## src/rtl/score_bcd_counter_if.sv

```systemverilog
// Game-logic to score-keeper bundle: round events in, BCD display digits out.
// The master drives the events; the score keeper is the slave.
interface score_bcd_counter_if;
  logic       game_start;
  logic       pass_in;
  logic       game_over;
  logic       show_best;
  logic [3:0] ge;
  logic [3:0] shi;
  logic [3:0] bai;
  logic       new_record;
  logic       saturated;
  logic       playing;

  modport master (
    output game_start,
    output pass_in,
    output game_over,
    output show_best,
    input  ge,
    input  shi,
    input  bai,
    input  new_record,
    input  saturated,
    input  playing
  );

  modport slave (
    input  game_start,
    input  pass_in,
    input  game_over,
    input  show_best,
    output ge,
    output shi,
    output bai,
    output new_record,
    output saturated,
    output playing
  );
endinterface

```

## src/rtl/score_bcd_counter.sv

```systemverilog
// Saturating BCD score counter with session best and display select.
// Feeds three registered BCD digits to the 7-segment driver.
module score_bcd_counter #(
  parameter logic [11:0] MAX_SCORE = 12'h999,
  parameter int          EDGE_MODE = 1
) (
  input logic               dclk,
  input logic               rst,
  score_bcd_counter_if.slave bus
);

  localparam logic [1:0] IDLE   = 2'd0;
  localparam logic [1:0] PLAY   = 2'd1;
  localparam logic [1:0] UPDATE = 2'd2;
  localparam logic [1:0] OVER   = 2'd3;

  logic [1:0]  state;
  logic [1:0]  state_n;
  logic [11:0] cur_score;
  logic [11:0] cur_n;
  logic [11:0] best_score;
  logic [11:0] best_n;
  logic        nr;
  logic        nr_n;
  logic        pass_q;
  logic        evt;
  logic        cnt_en;
  logic [11:0] disp;

  // Ripple carry ge -> shi -> bai, one decimal digit at a time.
  function automatic logic [11:0] bcd_inc(
    input logic [11:0] v
  );
    logic [3:0] g;
    logic [3:0] s;
    logic [3:0] b;
    g = v[3:0];
    s = v[7:4];
    b = v[11:8];
    if (g != 4'd9) begin
      g = g + 4'd1;
    end else if (s != 4'd9) begin
      g = 4'd0;
      s = s + 4'd1;
    end else begin
      g = 4'd0;
      s = 4'd0;
      b = b + 4'd1;
    end
    return {b, s, g};
  endfunction

  generate
    if (EDGE_MODE != 0) begin : g_edge
      assign evt = bus.pass_in & ~pass_q;
    end else begin : g_level
      assign evt = bus.pass_in;
    end
  endgenerate

  assign cnt_en = (state == PLAY)
                & ~bus.game_start
                & evt
                & (cur_score != MAX_SCORE);

  always_comb begin
    state_n = state;
    cur_n   = cur_score;
    best_n  = best_score;
    nr_n    = nr;
    unique case (1'b1)
      (state == IDLE),
      (state == OVER): begin
        if (bus.game_start) begin
          state_n = PLAY;
          cur_n   = '0;
          nr_n    = 1'b0;
        end
      end
      (state == PLAY): begin
        if (bus.game_start) begin
          cur_n = '0;
          nr_n  = 1'b0;
        end else begin
          if (cnt_en) cur_n = bcd_inc(cur_score);
          if (bus.game_over) state_n = UPDATE;
        end
      end
      (state == UPDATE): begin
        state_n = OVER;
        // Packed BCD orders the same as plain unsigned; ties are not records.
        if (cur_score > best_score) begin
          best_n = cur_score;
          nr_n   = 1'b1;
        end else begin
          nr_n   = 1'b0;
        end
      end
      default: state_n = IDLE;
    endcase
  end

  always_ff @(posedge dclk) begin
    if (!rst) begin
      state          <= IDLE;
      cur_score      <= '0;
      best_score     <= '0;
      nr             <= 1'b0;
      pass_q         <= 1'b0;
      disp           <= '0;
      bus.saturated  <= 1'b0;
      bus.playing    <= 1'b0;
    end else begin
      state          <= state_n;
      cur_score      <= cur_n;
      best_score     <= best_n;
      nr             <= nr_n;
      pass_q         <= bus.pass_in;
      disp           <= bus.show_best ? best_score : cur_score;
      bus.saturated  <= (cur_n == MAX_SCORE);
      bus.playing    <= (state_n == PLAY);
    end
  end

  assign bus.bai        = disp[11:8];
  assign bus.shi        = disp[7:4];
  assign bus.ge         = disp[3:0];
  assign bus.new_record = nr;

endmodule

```

## src/flat_wrapper.sv

```systemverilog
// flat-port wrapper written by rule: the top's interface ports become plain ports
module score_bcd_counter_flat 
#(
  parameter logic [11:0] MAX_SCORE = 12'h999,
  parameter int          EDGE_MODE = 1
)
  (dclk, rst, bus_game_start, bus_pass_in, bus_game_over, bus_show_best, bus_ge, bus_shi, bus_bai, bus_new_record, bus_saturated, bus_playing);
  score_bcd_counter_if bus_i ();
  input logic dclk;
  input logic rst;
  input wire logic [$bits(bus_i.game_start)-1:0] bus_game_start;
  input wire logic [$bits(bus_i.pass_in)-1:0] bus_pass_in;
  input wire logic [$bits(bus_i.game_over)-1:0] bus_game_over;
  input wire logic [$bits(bus_i.show_best)-1:0] bus_show_best;
  output wire logic [$bits(bus_i.ge)-1:0] bus_ge;
  output wire logic [$bits(bus_i.shi)-1:0] bus_shi;
  output wire logic [$bits(bus_i.bai)-1:0] bus_bai;
  output wire logic [$bits(bus_i.new_record)-1:0] bus_new_record;
  output wire logic [$bits(bus_i.saturated)-1:0] bus_saturated;
  output wire logic [$bits(bus_i.playing)-1:0] bus_playing;
  assign bus_i.game_start = bus_game_start;
  assign bus_i.pass_in = bus_pass_in;
  assign bus_i.game_over = bus_game_over;
  assign bus_i.show_best = bus_show_best;
  assign bus_ge = bus_i.ge;
  assign bus_shi = bus_i.shi;
  assign bus_bai = bus_i.bai;
  assign bus_new_record = bus_i.new_record;
  assign bus_saturated = bus_i.saturated;
  assign bus_playing = bus_i.playing;
  score_bcd_counter #(.MAX_SCORE(MAX_SCORE), .EDGE_MODE(EDGE_MODE)) u_core (.dclk(dclk), .rst(rst), .bus(bus_i));
endmodule
```

## config.mk

```make
export PLATFORM = sky130hd
export DESIGN_NAME = score_bcd_counter_flat
export DESIGN_NICKNAME = d
export VERILOG_FILES = /design/src/rtl/score_bcd_counter_if.sv /design/src/rtl/score_bcd_counter.sv /design/src/flat_wrapper.sv
export SDC_FILE = /design/constraint.sdc
export NUM_CORES = 1
export LEC_CHECK = 0
export CAP_MARGIN = 20
export CORE_UTILIZATION = 52
export DETAILED_ROUTE_END_ITERATION = 10
export DONT_BUFFER_PORTS = 1
export GPL_TIMING_DRIVEN = 0
export PLACE_DENSITY = 0.78
export SETUP_SLACK_MARGIN = 0.15
export SYNTH_ARGS = -nofsm -noshare
export SYNTH_HDL_FRONTEND = slang
export SYNTH_SLANG_ARGS = --single-unit
```

## constraint.sdc

```tcl
create_clock -name dclk -period 2.35 [get_ports dclk]
set_clock_uncertainty 0.05 [all_clocks]
set_input_delay 0.3525 -clock dclk [delete_from_list [all_inputs] [get_ports dclk]]
set_output_delay 0.3525 -clock dclk [all_outputs]
set_load 0.01 [all_outputs]
```

* Word level (Yosys, flattened, before mapping)
Index checks and enable logic that the tools add are counted.
Operators by class: add/sub/neg operators 3, $lt $le $gt $ge 1, equality and inequality tests 9, muxes and demuxes 17, bitwise logic cells 6, reductions and logical operators 6
Operator list (count):
- 2-to-1 mux 12 bit | 4
- one-hot mux 12 bit (2 select lines) | 1
- 2-to-1 mux 4 bit | 5
- adder 4 x 1 -> 4 bit (second input constant) | 3
- equality test 12 bit (second input constant) | 1
- greater-than comparator 12 bit | 1
- != test 12 bit (second input constant) | 1
- != test 4 bit (second input constant) | 2
- 2-to-1 mux 2 bit | 3
- one-hot mux 2 bit (3 select lines) | 1
- AND 1 bit | 4
- equality test 2 x 1 -> 1 bit (second input constant) | 2
- equality test 2 bit (second input constant) | 2
- AND reduction 2 bit | 2
- OR reduction 3 bit | 1
- logical NOT 2 bit | 1
- 2-to-1 mux 1 bit | 2
- != test 2 x 1 -> 1 bit (second input constant) | 1
- inverter 1 bit | 2
- one-hot mux 1 bit (2 select lines) | 1
- nonzero test 2 bit | 1
- OR reduction 2 bit | 1
Storage, ports and cells: register bits 42, input bits 6, word-level logic and storage cells 50

* Logic depth before layout (Yosys ltp)
word-level depth 8, depth in mapped cells 11, gate-level depth less buffers 9

* Least setup slack after synthesis
Ideal clock, no wire load.
kind flip-flop to flip-flop, start point register u_core.cur_score[9], end point register u_core.bus.saturated, library setup time 88 ps, arrival 2448 ps, data required time 2212 ps, path slack -235 ps, cell stages (with the launch flop) 10, clock period less this slack 2585 ps, cell sequence dfxtp_1 inv_1 ha_1 and3b_4 a211oi_4 and2b_4 a21oi_1 a211o_1 or4_1 nor4_2
On the way: cells in the longest elaborated chain, start to end 7
Ends and longest elaborated chain:
- from (decl) | line score_bcd_counter.sv:19 | logic [11:0] cur_score;
- from (signal assigned) | line score_bcd_counter.sv:115 | cur_score <= cur_n;
- adder 4 x 1 -> 4 bit | line score_bcd_counter.sv:48 | b = b + 4'd1;
- 2-to-1 mux 4 bit | line score_bcd_counter.sv:42 | end else if (s != 4'd9) begin
- 2-to-1 mux 4 bit | line score_bcd_counter.sv:40 | if (g != 4'd9) begin
- 2-to-1 mux 12 bit | line score_bcd_counter.sv:85 | if (cnt_en) cur_n = bcd_inc(cur_score);
- 2-to-1 mux 12 bit | line score_bcd_counter.sv:81 | if (bus.game_start) begin
- one-hot mux 12 bit (2 select lines) * | line score_bcd_counter.sv:71 | unique case (1'b1)
- equality test 12 bit * | line score_bcd_counter.sv:120 | bus.saturated <= (cur_n == MAX_SCORE);
- to (signal assigned) | line score_bcd_counter.sv:120
- to (decl) | line score_bcd_counter_if.sv:37 | output saturated,
Mark *: on every way between the ends. The rest lies on a longest branch, timed or not. A chain may end at the register's enable or synchronous reset.

* Final worst setup path
Ends and elaborated chain as after synthesis.

==> impl_metrics.toml <==
[finish]
area_delta_synth_final_pct = 19.4
antenna_cells = 0
fin_nets = 297
drive_gt1_share_pct = 25.3
post-route-util_pct = 65.8
design_area_sq_um = 2690

[setup_path]
startpoint = "u_core.cur_score[9]"
regToRegEndpoint = "u_core.bus.saturated"
r2r_cells = 9
arrival_ps = 2710
worstPathMaxFanout = 4
cp-start-kind = "flip-flop"
crit_type = "reg -> reg"
required_ps = 2510
r2r_setup_slack_ps = -200
regToRegStartpoint = "u_core.cur_score[9]"
end_kind = "flip-flop"

[floorplan]
die_area_sq_um = 4600
initial_core_util_pct = 55.1
rows = 23
die_h_um = 67.8
io_pins = 21
die_w_um = 67.8
core_area_sq_um = 4090

[clocking]
cts_tree = "done"
insertion_delay_ps = 290
clock-sinks = 42
cts_buffers = 5
cts-root-buf = "clkbuf_8"
clkTransAtPathRegs_ps = 80
htree_num_levels = 2
cts_buffer_depth = 2

[detailed_routing]
wl_per_cell_um = 15.5
via_per_inst = 5.82
via_count = 1881
routed_wl_mm = 5.01
drc = 0
dr.pass1.iters = 6
drtIter0Drc = 112
ant_nets = 0

[hold_path]
hold_end = "u_core.cur_score[2]"
hold_class = "in -> reg"
min_path_cells = 1
min_from = "rst"

[timing]
rsz0062_at_grt = "yes"
worstMarginPinSlew_ps = 744
finalHoldViolations = 0
slew_headroom_pct = 50.4
drv_slew = 0
fin_ws_ps = -199
layout_min_cycle_time_ps = 2550
setup_viol = 1
fmax_mhz = 392
finalSetupTns_ps = -199
period_share_pct = 108

[synth]
synth_top_area_cell = "dfxtp_1"
yosys-top-cells-area = "dfxtp_1 (37%), mux2i_1 (12%), ha_1 (11%), nor2_1 (6.3%), inv_1 (3.2%)"
ys_ff_latch = 42
syn_area_sq_um = 2250
synth_top_cells_by_count = "dfxtp_1 (42), nor2_1 (38), mux2i_1 (27)"
syn_inst = 249
synthFlopType = "dfxtp_1"
syn-num-nets = 274
ys_seq_area_share_pct = 37.3
synthArstFlopShare_pct = 0
ys_types = 47
synth_edf_count = 0
yosysWarningCount = 0
yosysMostFrequentCell = "dfxtp_1"
avgSynthCellArea_sq_um = 9.04
synth_top_area_share_pct = 37.3

[placed_design]
gp_congestion = 0.853
dpl.hpwl_mm = 3.27
placedInstanceArea_sq_um = 2360
io_buffers = 0

[global_routing]
grt_antenna_before_repair = 0
grt_pass1_vias = 1705
overflow = 0
gr-usage-all-layers_pct = 23.9
grt_pass1_wl_mm = 7.98
grt_start_max_net_pins = 13

[pwr]
p_leak_nw = 1.05
power_density_nw_per_um2 = 580
ir_worst_vdd_uv = 413
total_power_mw = 1.56

[run_status]
failed_checks = "negative setup slack"
status = "complete, but fails checks"

[flow_run]
max_cap_viol_count = 0
-- how the worst max path moves through the flow --
stage / slack (ps) / cells past startpoint / endpoint
CTS: -130 / 9 / u_core.bus.saturated
detailed placement: -360 / 8 / u_core.bus.saturated
floorplan: -90 / 11 / u_core.bus.saturated
global placement: -360 / 8 / u_core.bus.saturated
finish: -200 / 9 / u_core.bus.saturated
global route: -280 / 10 / u_core.bus.saturated
-- layout make-up --
class	count	area, sq um
Buffer	9	82.6
Tap cell	50	62.6
Sequential cell	42	872
Inverter	20	75.1
Fill cell	354	1400
Timing Repair Buffer	17	128
Clock inverter	1	5.00
Clock buffer	7	86.3
Multi-Input combinational cell	177	1380
-- timing repair --
| item | CTS | global route |
|---|---|---|
| gates resized for setup | 13 | 21 |
| setup buffers | 15 | 2 |
| hold buffers | 0 | 0 |
| endpoints found under the hold margin | 0 | 0 |
| pin swaps | 8 | 6 |
| endpoints found under the setup margin | 11 | 16 |
-- kinds of logic (layout without fill, tap and decap cells) --
logic type	Yosys count	in the layout	synth area share [%]
flip-flops	42	42	37.3
AND/OR/NAND/NOR	84	84	20.6
multiplexers	27	27	12.0
adder cells (fa/ha/maj)	19	19	10.6
buffers and inverters	30	54	5.72
AO/OA/AOI/OAI	47	47	13.8
-- state kept, by name, summed over array words and instances (netlist names) --
register and flops:
u_core.bus.saturated 1, u_core.bus.playing 1, u_core.best_score 12, u_core.bus.new_record 1, u_core.pass_q 1, u_core.state 2, u_core.disp 12, u_core.cur_score 12
-- metrics by stage --
stage | setup slack, ps | hold slack [ps] | std cells
after floorplan | -93.5 | 424 | 249
after global placement | -363 | 428 | 299
after detailed placement | -356 | 429 | 299
after CTS | -126 | 125 | 321
after global routing | -279 | 117 | 323
final | -199 | 129 | 323
-- where the power goes --
| part | total (mW) | switching, mW | internal (mW) |
|---|---|---|---|
| Sequential | 0.746 | 0.0168 | 0.729 |
| Combinational | 0.329 | 0.186 | 0.143 |
| Clock | 0.484 | 0.247 | 0.237 |
| Total | 1.56 | 0.450 | 1.11 |
-- routing by layer --
metal | GRT usage [%] | routed length [um]
met4 | 7.81 | 74
met5 | 0 | 0
met1 | 29.3 | 2080
met2 | 41.6 | 2440
met3 | 4.67 | 422
-- placed cells by master (no fill, tap or decap), types with 5 or more instances in the layout --
cell type and n:
inv_1 18, nor2b_1 5, nand3_1 5, dfxtp_1 27
o21ai_0 7, mux2i_1 27, dfxtp_4 5, ha_1 15
buf_4 17, nor2_1 37, nand2_1 8, clkbuf_8 7
dfxtp_2 10, and2_1 5, a21oi_1 11
-- worst max-delay path, stage by stage (launching register included) --
cell	delay [ps]
dfxtp_4	370
inv_1	60
ha_1	190
and3b_4	190
a211oi_4	240
and2b_4	210
a21oi_2	60
a211o_1	270
or4_4	550
nor4_4	250
Power figures use the tool's default switching activity.
